[src/rtl/circle_pkg.sv]
// Shared types for the parametrised circle/disc drawer: FSM state codes,
// octant/span indices and the signed coordinate width helper.
package circle_pkg;

    typedef logic [2:0] state_t;

    localparam state_t IDLE = 3'd0;
    localparam state_t INIT = 3'd1;
    localparam state_t PLOT = 3'd2;
    localparam state_t STEP = 3'd3;
    localparam state_t DONE = 3'd4;

    typedef logic [2:0] octant_t;
    typedef logic [1:0] span_t;

    // Signed coordinate width with two guard bits so centre +/- radius never wraps
    function automatic int unsigned coord_width(input int unsigned xw,
                                                input int unsigned yw,
                                                input int unsigned rw);
        int unsigned m;
        m = (xw > yw) ? xw : yw;
        if (rw > m) m = rw;
        return m + 2;
    endfunction

endpackage

[src/rtl/circle_clip.sv]
// Screen-bounds test for one signed pixel coordinate; also returns the
// coordinate truncated to the vga bus widths.
module circle_clip #(
    parameter int unsigned SCREEN_W = 160,
    parameter int unsigned SCREEN_H = 120,
    parameter int unsigned X_W      = 8,
    parameter int unsigned Y_W      = 7,
    parameter int unsigned CW       = 10
) (
    input  logic signed [CW-1:0] x,
    input  logic signed [CW-1:0] y,
    output logic                 in_bounds_c,
    output logic [X_W-1:0]       x_c,
    output logic [Y_W-1:0]       y_c
);

    assign in_bounds_c = !x[CW-1] && !y[CW-1]
                      && ($unsigned(x) < CW'(SCREEN_W))
                      && ($unsigned(y) < CW'(SCREEN_H));
    assign x_c = x[X_W-1:0];
    assign y_c = y[Y_W-1:0];

endmodule

[src/rtl/circle_draw_param.sv]
// Midpoint circle engine: outline (8 octant points) or filled disc (4 spans)
// per step, one pixel per cycle, clipped to the screen, into the vga_adapter.
module circle_draw_param
    import circle_pkg::*;
#(
    parameter int unsigned SCREEN_W = 160,
    parameter int unsigned SCREEN_H = 120,
    parameter int unsigned X_W      = 8,
    parameter int unsigned Y_W      = 7,
    parameter int unsigned R_W      = 8,
    parameter int unsigned COLOUR_W = 3
) (
    input  logic                clk,
    input  logic                rst,
    input  logic                start,
    input  logic                fill,
    input  logic [COLOUR_W-1:0] colour,
    input  logic [X_W-1:0]      centre_x,
    input  logic [Y_W-1:0]      centre_y,
    input  logic [R_W-1:0]      radius,
    output logic                done,
    output logic [X_W-1:0]      vga_x,
    output logic [Y_W-1:0]      vga_y,
    output logic [COLOUR_W-1:0] vga_colour,
    output logic                vga_plot
);

    localparam int unsigned CW  = coord_width(X_W, Y_W, R_W);
    localparam int unsigned CRW = R_W + 3;

    state_t               state, state_n;
    logic                 fill_q, fill_n;
    logic [COLOUR_W-1:0]  colour_q, colour_n;
    logic signed [CW-1:0] cx, cx_n, cy, cy_n;
    logic signed [CW-1:0] ox, ox_n, oy, oy_n, dx, dx_n;
    logic signed [CRW-1:0] crit, crit_n;
    octant_t              oct, oct_n;
    span_t                span, span_n;

    logic signed [CW-1:0] px, py;
    logic                 in_bounds_c;
    logic [X_W-1:0]       clip_x_c;
    logic [Y_W-1:0]       clip_y_c;

    // Next-state and datapath update
    always_comb begin
        state_n  = state;
        fill_n   = fill_q;
        colour_n = colour_q;
        cx_n     = cx;
        cy_n     = cy;
        ox_n     = ox;
        oy_n     = oy;
        crit_n   = crit;
        oct_n    = oct;
        span_n   = span;
        dx_n     = dx;
        case (state)
            IDLE: if (start) state_n = INIT;
            INIT: begin
                fill_n   = fill;
                colour_n = colour;
                cx_n     = CW'(centre_x);
                cy_n     = CW'(centre_y);
                ox_n     = CW'(radius);
                oy_n     = '0;
                crit_n   = CRW'(1) - CRW'(radius);
                oct_n    = '0;
                span_n   = '0;
                dx_n     = -ox_n;
                state_n  = PLOT;
            end
            PLOT: begin
                if (fill_q) begin
                    // Spans 0/1 have half-width ox, spans 2/3 half-width oy
                    if (dx == (span[1] ? oy : ox)) begin
                        if (span == 2'd3) begin
                            state_n = STEP;
                        end else begin
                            span_n = span + 2'd1;
                            dx_n   = -(span_n[1] ? oy : ox);
                        end
                    end else begin
                        dx_n = dx + CW'(1);
                    end
                end else if (oct == 3'd7) begin
                    state_n = STEP;
                end else begin
                    oct_n = oct + 3'd1;
                end
            end
            STEP: begin
                oy_n = oy + CW'(1);
                if (crit[CRW-1] || crit == '0) begin
                    crit_n = crit + (CRW'(oy_n) <<< 1) + CRW'(1);
                end else begin
                    ox_n   = ox - CW'(1);
                    crit_n = crit + ((CRW'(oy_n) - CRW'(ox_n)) <<< 1) + CRW'(1);
                end
                oct_n   = '0;
                span_n  = '0;
                dx_n    = -ox_n;
                state_n = (oy_n <= ox_n) ? PLOT : DONE;
            end
            DONE: if (!start) state_n = IDLE;
            default: state_n = IDLE;
        endcase
    end

    // Pixel for the upcoming cycle, so the output registers line up with PLOT
    always_comb begin
        px = cx_n + dx_n;
        py = cy_n;
        if (fill_n) begin
            case (span_n)
                2'd0:    py = cy_n + oy_n;
                2'd1:    py = cy_n - oy_n;
                2'd2:    py = cy_n + ox_n;
                default: py = cy_n - ox_n;
            endcase
        end else begin
            case (oct_n)
                3'd0:    begin px = cx_n + ox_n; py = cy_n + oy_n; end
                3'd1:    begin px = cx_n + oy_n; py = cy_n + ox_n; end
                3'd2:    begin px = cx_n - oy_n; py = cy_n + ox_n; end
                3'd3:    begin px = cx_n - ox_n; py = cy_n + oy_n; end
                3'd4:    begin px = cx_n - ox_n; py = cy_n - oy_n; end
                3'd5:    begin px = cx_n - oy_n; py = cy_n - ox_n; end
                3'd6:    begin px = cx_n + oy_n; py = cy_n - ox_n; end
                default: begin px = cx_n + ox_n; py = cy_n - oy_n; end
            endcase
        end
    end

    circle_clip #(
        .SCREEN_W(SCREEN_W),
        .SCREEN_H(SCREEN_H),
        .X_W     (X_W),
        .Y_W     (Y_W),
        .CW      (CW)
    ) u_clip (
        .x          (px),
        .y          (py),
        .in_bounds_c(in_bounds_c),
        .x_c        (clip_x_c),
        .y_c        (clip_y_c)
    );

    always_ff @(posedge clk or posedge rst) begin
        if (rst) begin
            state      <= IDLE;
            fill_q     <= 1'b0;
            colour_q   <= '0;
            cx         <= '0;
            cy         <= '0;
            ox         <= '0;
            oy         <= '0;
            crit       <= '0;
            oct        <= '0;
            span       <= '0;
            dx         <= '0;
            done       <= 1'b0;
            vga_plot   <= 1'b0;
            vga_x      <= '0;
            vga_y      <= '0;
            vga_colour <= '0;
        end else begin
            state      <= state_n;
            fill_q     <= fill_n;
            colour_q   <= colour_n;
            cx         <= cx_n;
            cy         <= cy_n;
            ox         <= ox_n;
            oy         <= oy_n;
            crit       <= crit_n;
            oct        <= oct_n;
            span       <= span_n;
            dx         <= dx_n;
            done       <= (state_n == DONE);
            vga_plot   <= (state_n == PLOT) && in_bounds_c;
            vga_colour <= (state_n == PLOT) ? colour_n : '0;
            if (state_n == PLOT) begin
                vga_x <= clip_x_c;
                vga_y <= clip_y_c;
            end
        end
    end

endmodule
[config.mk]
export PLATFORM = sky130hd
export DESIGN_NAME = circle_draw_param
export DESIGN_NICKNAME = d
export VERILOG_FILES = /design/src/rtl/circle_pkg.sv /design/src/rtl/circle_clip.sv /design/src/rtl/circle_draw_param.sv
export SDC_FILE = /design/constraint.sdc
export NUM_CORES = 1
export LEC_CHECK = 0
export CORE_MARGIN = 2
export CORE_UTILIZATION = 40
export CTS_CLUSTER_DIAMETER = 30
export DETAILED_ROUTE_END_ITERATION = 16
export PLACE_DENSITY = 0.57
export SLEW_MARGIN = 20
export SYNTH_ARGS = -nofsm -noshare
export SYNTH_HDL_FRONTEND = slang
export SYNTH_SLANG_ARGS = --single-unit
[constraint.sdc]
create_clock -name clk -period 12.8 [get_ports clk]
set_clock_uncertainty 0.05 [all_clocks]
set_input_delay 1.28 -clock clk [delete_from_list [all_inputs] [get_ports clk]]
set_output_delay 1.28 -clock clk [all_outputs]
set_load 0.01 [all_outputs]
==> impl_table.tex <==
\begin{tabular}{lr}
\hline
Metric & Value \\
\hline
\multicolumn{2}{l}{\textbf{Clocking}} \\
\quad Sink Count & 93 \\
\quad CTS Buf Count & 9 \\
\quad CTS Buffer Depth & 2 \\
\quad H-tree lvl count & 3 \\
\quad Setup Fix Bufs, Post-CTS & 0 \\
\quad Clock root buffer & clkbuf\_16 \\
\quad CTS tree & built \\
\quad Clock-pin slew on the worst setup and hold paths & 90 ps \\
\quad Clock insertion delay at the later pin of the skew report & 370 ps \\
\quad Post-CTS sizing & 0 \\
\quad Count of hold buffers inserted by post-cts repair & 0 \\
\multicolumn{2}{l}{\textbf{Die}} \\
\quad Die ar. & 28600 um\^{}2 \\
\quad I/O pins & 50 \\
\quad Initial Util & 0.406 \\
\quad Die Height & 169 um \\
\quad Placement row count & 60 \\
\quad Core area & 26900 um\^{}2 \\
\quad Die Wd & 169 um \\
\multicolumn{2}{l}{\textbf{Cells and area}} \\
\quad Antenna Diode Count & 0 \\
\quad Relative area change from synthesis to final layout & 9.83\% \\
\quad Final-layout fill cell count & 2692 \\
\quad Share of layout cells above drive strength 1 & 0.0708 \\
\quad Number of nets in the layout & 1512 \\
\multicolumn{2}{l}{\textbf{Detailed routing}} \\
\quad \# DRC & 0 \\
\quad Via count & 10400 \\
\quad Detailed Route Iter0 Violations & 1009 \\
\quad TritonRoute pass-1 iters & 5 \\
\quad Routed Wire Length & 36600 um \\
\quad Detail-routed net length per standard cell & 21.2 um \\
\quad Avg Vias per Cell & 6.03 \\
\quad Post-route ant nets & 0 \\
\multicolumn{2}{l}{\textbf{Timing}} \\
\quad Final hold vios & 0 \\
\quad Setup TNS & 0 ps \\
\quad Final critical path time including I/O delays and setup & 5960 ps \\
\quad Fin. max-slew vios & 0 \\
\quad Normalized max-slew margin & 0.286 \\
\quad FMAX & 0.168 GHz \\
\quad Setup violation total in the final timing report & 0 \\
\quad RSZ-0062 raised after global routing & no \\
\quad Setup slack of the critical path after layout & 6840 ps \\
\quad Worst-Margin Slew & 1070 ps \\
\quad Period utilization & 0.465 \\
\multicolumn{2}{l}{\textbf{Synth}} \\
\quad Async set-or-reset flop fraction in the synthesized netlist & 1.00 \\
\quad Most common flop cell mapped by yosys & dfrtp\_1 \\
\quad Post-Syn Instances & 1381 \\
\quad Number of warnings printed during yosys synthesis & 0 \\
\quad Cell type with the highest aggregate area in the netlist & dfrtp\_1 \\
\quad Cell with the most instances after synthesis & nand2\_1 \\
\quad Number of enable flip-flop cells after synthesis & 0 \\
\quad Unique masters post-synth & 94 \\
\quad Sequential-to-total area share from yosys stat & 0.213 \\
\quad Synthesized flop and latch total & 93 \\
\quad Synth Net Count & 1514 \\
\quad Post-synth top cells & nand2\_1 (162), nor2\_1 (99), xnor2\_1 (97) \\
\quad Most area-consuming cells after synthesis & dfrtp\_1 (21\%), ha\_1 (11\%), xnor2\_1 (7.8\%) \\
\quad Synthesized area per cell & 7.91 um\^{}2 \\
\quad Post-synth top area share & 0.213 \\
\quad Cell Area, Synth & 10900 um\^{}2 \\
\multicolumn{2}{l}{\textbf{Setup path}} \\
\quad Delay of the slowest cell on the worst path & 780 ps \\
\quad Worst EP arrival & 6220 ps \\
\quad CP Data Required Time & 13070 ps \\
\quad Worst setup path class & reg2reg \\
\quad Slowest library cell on the worst path & ha\_1 \\
\quad Worst path cell trace & inv\_1 > ha\_1 > mux2i\_1 > ha\_1 > o21ai\_0 > or3\_1 > xor2\_1 > nand2\_1 > o21ai\_0 > o21ai\_0 > nand2\_1 > a31o\_1 > o21a\_1 > ha\_1 > nor4\_1 > o41ai\_1 > a21oi\_1 > xnor2\_1 > xor2\_1 > o31ai\_2 > o2111a\_1 \\
\quad Startpoint class of the critical path & register \\
\quad Critical Path End Type & register \\
\quad Top fanout value on the critical path & 18 \\
\multicolumn{2}{l}{\textbf{Place}} \\
\quad DP Worst Slack & 6910 ps \\
\quad Global placer's final weighted congestion & 0.944 \\
\quad Post-detailed-placement half-perimeter wirelength & 27800 um \\
\quad IO Port Bufs & 49 \\
\multicolumn{2}{l}{\textbf{Outcome}} \\
\quad Outcome & complete, no violations \\
\multicolumn{2}{l}{\textbf{GRT}} \\
\quad Vias in the first global route & 9839 \\
\quad Wire length of the first global-routing pass & 57300 um \\
\quad Maximum number of pins on one net before global-route repair & 52 \\
\quad Remaining global-route overflow & 0 \\
\quad Global Route Usage Sum & 0.256 \\
\quad Antenna violations before repair & 0 \\
\multicolumn{2}{l}{\textbf{Worst hold path}} \\
\quad Type of the most critical hold path & reg2reg \\
\multicolumn{2}{l}{\textbf{Run}} \\
\quad Max\_cap viols & 0 \\
\hline
\end{tabular}
## critical path, delay by kind of cell (launching register included)
kind,cells,cell delay (ps)
AOI/OAI and AO/OA,9,1880
xor gates and xnor gates,3,470
adders and majority gates,3,1250
buffers and inverters,1,150
DFF,1,730
muxes,1,390
and+or+nand+nor,4,960
## cell type report
class                           instances  area, um^2  share of cell area
Inverter                               86         325              0.0271
Multi-Input combinational cell       1119        7950               0.663
Tap cell                              341         427              0.0356
Sequential cell                        93        2330               0.194
Clock buffer                            9         225              0.0188
Clock inverter                          7        88.8             0.00741
Timing Repair Buffer                   70         648              0.0540
## cells by family after synthesis
kind of cell / Yosys count / share of synthesized area
AND/OR/NAND/NOR: 462 / 0.214
AO/OA/AOI/OAI: 367 / 0.226
buffers and inverters: 169 / 0.0609
XOR/XNOR: 135 / 0.109
adder cells (fa/ha/maj): 103 / 0.124
flip-flops: 93 / 0.213
multiplexers: 52 / 0.0536
## layer usage
layer / up-vias / wire [um] / track usage
li1: 4959 / - / -
met1: 4967 / 16100 / 0.348
met2: 410 / 17200 / 0.431
met3: 60 / 2340 / 0.0278
met4: 0 / 960 / 0.0736
met5: - / 0 / 0
## worst paths after layout
path                                    end        start  depth (start not counted)  slack [ps]
max in group asynchronous             ox[2]          rst                          3       10310
worst min register to register  colour_q[1]  colour_q[1]                          2         430
worst min-delay path            colour_q[1]  colour_q[1]                          2         430
worst max register to register     vga_plot      span[1]                         21        6840
min in group asynchronous             oy[8]          rst                          2        1290
worst max-delay path               vga_plot      span[1]                         21        6840
## registers in the layout, indices dropped and copies added (netlist names), 2 cells and up
register and cells:
vga_x 8, cy 10, span 2, dx 10, crit 11, colour_q 3
oy 10, vga_y 7, state 3, ox 10, oct 3, vga_colour 3
cx 10
## cell usage in the layout, fill, tap and decap left out, drive strengths merged, types with 7 or more instances in the layout
cell	count
nor3	36
a21o	19
nor4	23
o21a	9
or3	17
o21bai	10
nor2	101
mux2	12
and2	11
xnor2	98
o31ai	13
nor3b	14
ha	95
clkbuf	9
a221oi	8
and3	7
nand2b	16
nor2b	15
mux2i	36
clkdlybuf4s50	49
o21ai	90
a311oi	9
buf	21
dfrtp	93
inv	90
a21oi	89
a22oi	10
o211ai	11
xor2	37
nand3	25
a211oi	14
nand4	7
nand2	162
o311ai	8
a31oi	16
fa	8
## through the flow
step                      hold WS [ps]   util  area [um^2]  instances
final                              427  0.446        12000       1725
after global routing               465  0.446        12000       1725
after CTS                          431  0.446        12000       1725
after detailed placement           408  0.434        11700       1709
after global placement             403  0.434        11700       1709
after floorplan                    389      -        10900       1381
Power is left out: the tool's default activity adds up to more than one toggle a clock period on the data nets, which glitch-free logic cannot reach.
